===== src/rtl/shift_pkg.sv =====
`default_nettype none
// +----------------------------------------------------------------------+
// | Module : shift_pkg                                                   |
// | Desc   : Shared mode, direction and state encodings for the serial   |
// |          transmit controller and its downstream shift register.      |
// | Rev    : 1.0                                                         |
// +----------------------------------------------------------------------+
package shift_pkg;

    localparam logic [1:0] MODE_STORE = 2'b00;
    localparam logic [1:0] MODE_LOAD  = 2'b01;
    localparam logic [1:0] MODE_LEFT  = 2'b10;
    localparam logic [1:0] MODE_RIGHT = 2'b11;

    localparam logic DIR_MSB_FIRST = 1'b0;
    localparam logic DIR_LSB_FIRST = 1'b1;

    typedef enum logic [1:0] {
        ST_IDLE  = 2'd0,
        ST_LOAD  = 2'd1,
        ST_SHIFT = 2'd2,
        ST_DONE  = 2'd3
    } state_t;

endpackage : shift_pkg
`default_nettype wire


===== src/rtl/shift_tx_ctrl.sv =====
`default_nettype none
// +----------------------------------------------------------------------+
// | Module : shift_tx_ctrl                                               |
// | Desc   : Drives param_shift_reg as a parallel-to-serial transmitter. |
// |          Optional macro SER_STALL_EN adds i_ser_ready backpressure.  |
// | Rev    : 1.0                                                         |
// +----------------------------------------------------------------------+
module shift_tx_ctrl
    import shift_pkg::*;
#(
    parameter int WIDTH = 8
) (
    input  logic             clk,
    input  logic             rst_n,
    input  logic             i_in_valid,
    output logic             o_in_ready,
    input  logic [WIDTH-1:0] i_in_data,
    input  logic             i_in_dir,
    output logic [1:0]       o_sr_mode,
    output logic [WIDTH-1:0] o_sr_data,
    input  logic [WIDTH-1:0] i_sr_q,
`ifdef SER_STALL_EN
    input  logic             i_ser_ready,
`endif
    output logic             o_ser_out,
    output logic             o_ser_valid,
    output logic             o_done
);

    localparam int CNT_W = $clog2(WIDTH + 1);

    state_t           r_state;
    state_t           w_state_nxt;
    logic [CNT_W-1:0] r_cnt;
    logic [WIDTH-1:0] r_word;
    logic             r_dir;
    logic             w_ser_ready;
    logic             w_advance;
    logic             w_last;
    logic             w_unused;

`ifdef SER_STALL_EN
    assign w_ser_ready = i_ser_ready;
`else
    assign w_ser_ready = 1'b1;
`endif

    assign w_advance = (r_state == ST_SHIFT) && w_ser_ready;
    assign w_last    = (r_cnt == CNT_W'(WIDTH - 1));
    // Only the two end bits of the register are ever observed.
    assign w_unused  = ^i_sr_q;

    always_ff @(posedge clk or negedge rst_n) begin
        if (!rst_n) begin
            r_state <= ST_IDLE;
            r_cnt   <= '0;
            r_word  <= '0;
            r_dir   <= DIR_MSB_FIRST;
        end else begin
            r_state <= w_state_nxt;
            if ((r_state == ST_IDLE) && i_in_valid) begin
                r_word <= i_in_data;
                r_dir  <= i_in_dir;
                r_cnt  <= '0;
            end else if (w_advance) begin
                r_cnt  <= r_cnt + CNT_W'(1);
            end
        end
    end

    always_comb begin
        w_state_nxt = r_state;
        o_sr_mode   = MODE_STORE;
        o_ser_out   = 1'b0;
        o_ser_valid = 1'b0;
        o_done      = 1'b0;
        o_in_ready  = 1'b0;
        case (r_state)
            ST_IDLE: begin
                o_in_ready = 1'b1;
                if (i_in_valid) begin
                    w_state_nxt = ST_LOAD;
                end
            end
            ST_LOAD: begin
                o_sr_mode   = MODE_LOAD;
                w_state_nxt = ST_SHIFT;
            end
            ST_SHIFT: begin
                o_ser_valid = 1'b1;
                o_ser_out   = (r_dir == DIR_LSB_FIRST) ? i_sr_q[0] : i_sr_q[WIDTH-1];
                // A stalled bit keeps the register in store so ser_out stays put.
                if (w_ser_ready) begin
                    o_sr_mode = (r_dir == DIR_LSB_FIRST) ? MODE_RIGHT : MODE_LEFT;
                    if (w_last) begin
                        w_state_nxt = ST_DONE;
                    end
                end
            end
            ST_DONE: begin
                o_done      = 1'b1;
                w_state_nxt = ST_IDLE;
            end
            default: begin
                w_state_nxt = ST_IDLE;
            end
        endcase
    end

    assign o_sr_data = r_word;

endmodule : shift_tx_ctrl
`default_nettype wire

===== config.mk =====
export PLATFORM = sky130hd
export DESIGN_NAME = shift_tx_ctrl
export DESIGN_NICKNAME = d
export VERILOG_FILES = /design/src/rtl/shift_pkg.sv /design/src/rtl/shift_tx_ctrl.sv
export SDC_FILE = /design/constraint.sdc
export NUM_CORES = 1
export LEC_CHECK = 0
export CORE_UTILIZATION = 35
export DETAILED_ROUTE_END_ITERATION = 8
export PLACE_DENSITY_LB_ADDON = 0.08
export SKIP_CTS_REPAIR_TIMING = 1
export SLEW_MARGIN = 0
export SYNTH_ARGS = -nofsm -noshare
export SYNTH_HDL_FRONTEND = slang
export SYNTH_SLANG_ARGS = --single-unit

===== constraint.sdc =====
create_clock -name clk -period 1.8 [get_ports clk]
set_input_delay 0.18 -clock clk [delete_from_list [all_inputs] [get_ports clk]]
set_output_delay 0.18 -clock clk [all_outputs]
set_load 0.01 [all_outputs]

==> metrics.yaml <==
wl_per_cell_um: 12.0
die_h_um: 47.8
dieArea_um2: 2290
layout.nets: 116
critPathBufInv: 2
cap_violations: 0
grt_max_degree: 16
clock_tree.root_cell: "clkbuf_4"
max_slew_margin: 0.811
ir_drop_v: 0.000898
p_seq_frac: 0.332
synth-seq-area-share: 0.511
worstPathRequired_ns: 1.62
finalSetupViolations: 0
wl_met1_um: 618
start_util: 0.374
stdcell_area_um2: 1110
slew_violations: 0
p_leak_nw: 0.532
std_cell_rows: 16
routed.top_layer: "met4"
finalHoldViolCount: 0
gp_congestion: 0.709
mostFrequentLayoutCell: "clkdlybuf4s50_1"
status: "completed"
io_buffers: 27
crit_cells: 3
seqCellArea_um2: 377
grt_usage: 0.137
grt_remaining_overflow: 0
syn_nets: 81
rsz0062_at_grt: "false"
max_stage_delay_ns: 0.53
fillCellCount: 193
viasPerCell: 4.57
synth.cell_area_um2: 734
synth_cells: 54
cts.path.max_buffers: 2
core_area_um2: 1960
drt-total-wl_um: 1380
critical_path_class: "flop to primary output"
cp_max_fo: 4
path_clk_slew_ns: 0.09
grt_pass1_vias: 491
vias: 525
avgSynthCellArea_um2: 13.6
die_w_um: 47.8
r2r_slack_ns: 0.35
synth_top_family_by_area: "multiplexers"
netSwitchingFraction: 0.337
clkLatencyLatePin_ns: 0.28
multi_input_area_um2: 355
crit_family: "buffers and inverters"
cts_buffers: 3
ys_types: 18
startpoint: "r_state[0]"
dpl.hpwl_um: 1030
cp-start-kind: "flop"
switchingPower_mw: 0.630
num_io_pins: 34
period_minus_slack_ns: 1.67
synth-xor-area-share: 0.0358
clkPwrFrac: 0.101
final_cell_mix: "clkdlybuf4s50_1 (23), dfrtp_1 (14), mux2_2 (9)"
dr_wl_met2_um: 670
cp-end-kind: "primary output"
arrival_ns: 1.49
antenna_cells: 0
post-route-period-util: 0.928
crit_end: "o_sr_mode[1]"
r2r-start: "r_state[0]"
power.density_nw_per_um2: 1680
clock_sinks: 15
internal-power_mw: 1.24
worstPathCellList: "inv_2 -> ha_1 -> clkdlybuf4s50_1"
reg2reg_to: "r_state[1]"
wl_met3_um: 71
cts_tree: "built"
clock_skew_ns: 0.00810
cp_slowest_cell: "clkdlybuf4s50_1"
drtIter0Drc: 6
synth-compound-area-share: 0.0613
max_freq_ghz: 0.599
yosys_warnings: 0
synth_fa_ha_area_frac: 0.119
setup_tns_ns: 0
drc: 0
combinationalPowerShare: 0.567
yosys-mux-area-fraction: 0.186
drive_above_1_share: 0.307
tightest_slew_ns: 0.282
ant_nets: 0
ys_ff_latch: 15
grt_pass1_wl_um: 2080
synth-simple-area-share: 0.0613
htreeDepth: 1
dr.pass1.iters: 2
r2r_cells: 5
hold_path.class: "input pin to asynchronous set/reset pin"
antenna_found_initial: 0
area_delta_synth_final_pct: 51.3
dpl_cell_area_um2: 1040
worst min path at each step:
stage | startpoint | end | slack, ns | depth (start not counted)
2_1_floorplan | rst_n | o_sr_data[0] | -0.12 | 0
3_3_place_gp | o_sr_data[4] | o_sr_data[4] | 0.49 | 1
3_5_place_dp | o_sr_data[7] | o_sr_data[7] | 0.49 | 1
4_1_cts | rst_n | o_sr_data[1] | 0.20 | 2
5_1_grt | rst_n | r_cnt[3] | 0.21 | 2
6_report | rst_n | o_sr_data[5] | 0.20 | 2
registers in the layout, indices dropped and copies added, names as in the netlist:
| register | cells |
|---|---|
| o_sr_data | 8 |
| r_cnt | 4 |
| r_state | 2 |
| r_dir | 1 |
cell type report:
type | instances | area share
Timing Repair Buffer | 31 | 0.279
Tap cell | 27 | 0.0304
Clock buffer | 3 | 0.0203
Clock inverter | 1 | 0.00450
Inverter | 2 | 0.00676
Multi-Input combinational cell | 36 | 0.320
Sequential cell | 15 | 0.339
logic make-up (layout without fill, tap and decap cells):
logic type / count (synthesis) / after routing
buffers and inverters: 3 / 37
XOR/XNOR: 3 / 3
adder cells (fa/ha/maj): 7 / 7
flip-flops: 15 / 15
multiplexers: 12 / 12
AND/OR/NAND/NOR: 7 / 7
AO/OA/AOI/OAI: 7 / 7
worst reg2reg max path: cells and delay by family (launching register included):
family	cells	cell delay, ns
buffers and inverters	2	0.25
adder cells (fa/ha/maj)	1	0.21
multiplexers	1	0.31
flip-flops	1	0.41
AO/OA/AOI/OAI	1	0.16
layer usage:
| metal | vias up | global-route usage |
|---|---|---|
| met5 | - | 0 |
| met1 | 251 | 0.177 |
| met3 | 4 | 0.0226 |
| met2 | 15 | 0.205 |
| met4 | 0 | 0.100 |
| li1 | 255 | - |
synth_stat cells:
master / n / area [um2]
mux2i_1: 2 / 20.0
mux2_4: 1 / 15.0
nor2b_2: 1 / 8.76
o32a_2: 1 / 11.3
nand2_2: 1 / 6.26
inv_1: 2 / 7.51
a21oi_1: 5 / 25.0
mux2_2: 9 / 101
nand2_1: 1 / 3.75
nor2b_1: 2 / 12.5
nand4_1: 1 / 6.26
buf_6: 1 / 11.3
xor2_1: 2 / 17.5
ha_1: 7 / 87.6
nand3b_1: 1 / 7.51
xnor2_1: 1 / 8.76
a21oi_2: 1 / 8.76
dfrtp_1: 15 / 375
per-stage QoR:
stage | total power [mW] | utilization | hold WS (ns) | setup WS, ns | instances
2_1_floorplan | 1.19 | - | -0.116 | 0.305 | 54
3_3_place_gp | 1.61 | 0.531 | 0.489 | 0.120 | 109
3_5_place_dp | 1.63 | 0.531 | 0.493 | 0.0928 | 109
4_1_cts | 1.83 | 0.545 | 0.201 | -0.218 | 113
5_1_grt | 2.02 | 0.566 | 0.213 | 0.0297 | 115
6_report | 1.87 | 0.566 | 0.204 | 0.130 | 115
power groups by stage:
stage               sequential (mW)  clock, mW  combinational [mW]
detailed placement            0.626          0                1.01
finish                        0.620      0.189                1.06
global route                  0.646      0.215                1.16
CTS                           0.618      0.200                1.01
floorplan                     0.651          0               0.539
global placement              0.617          0               0.991
Power figures use the tool's default switching activity.
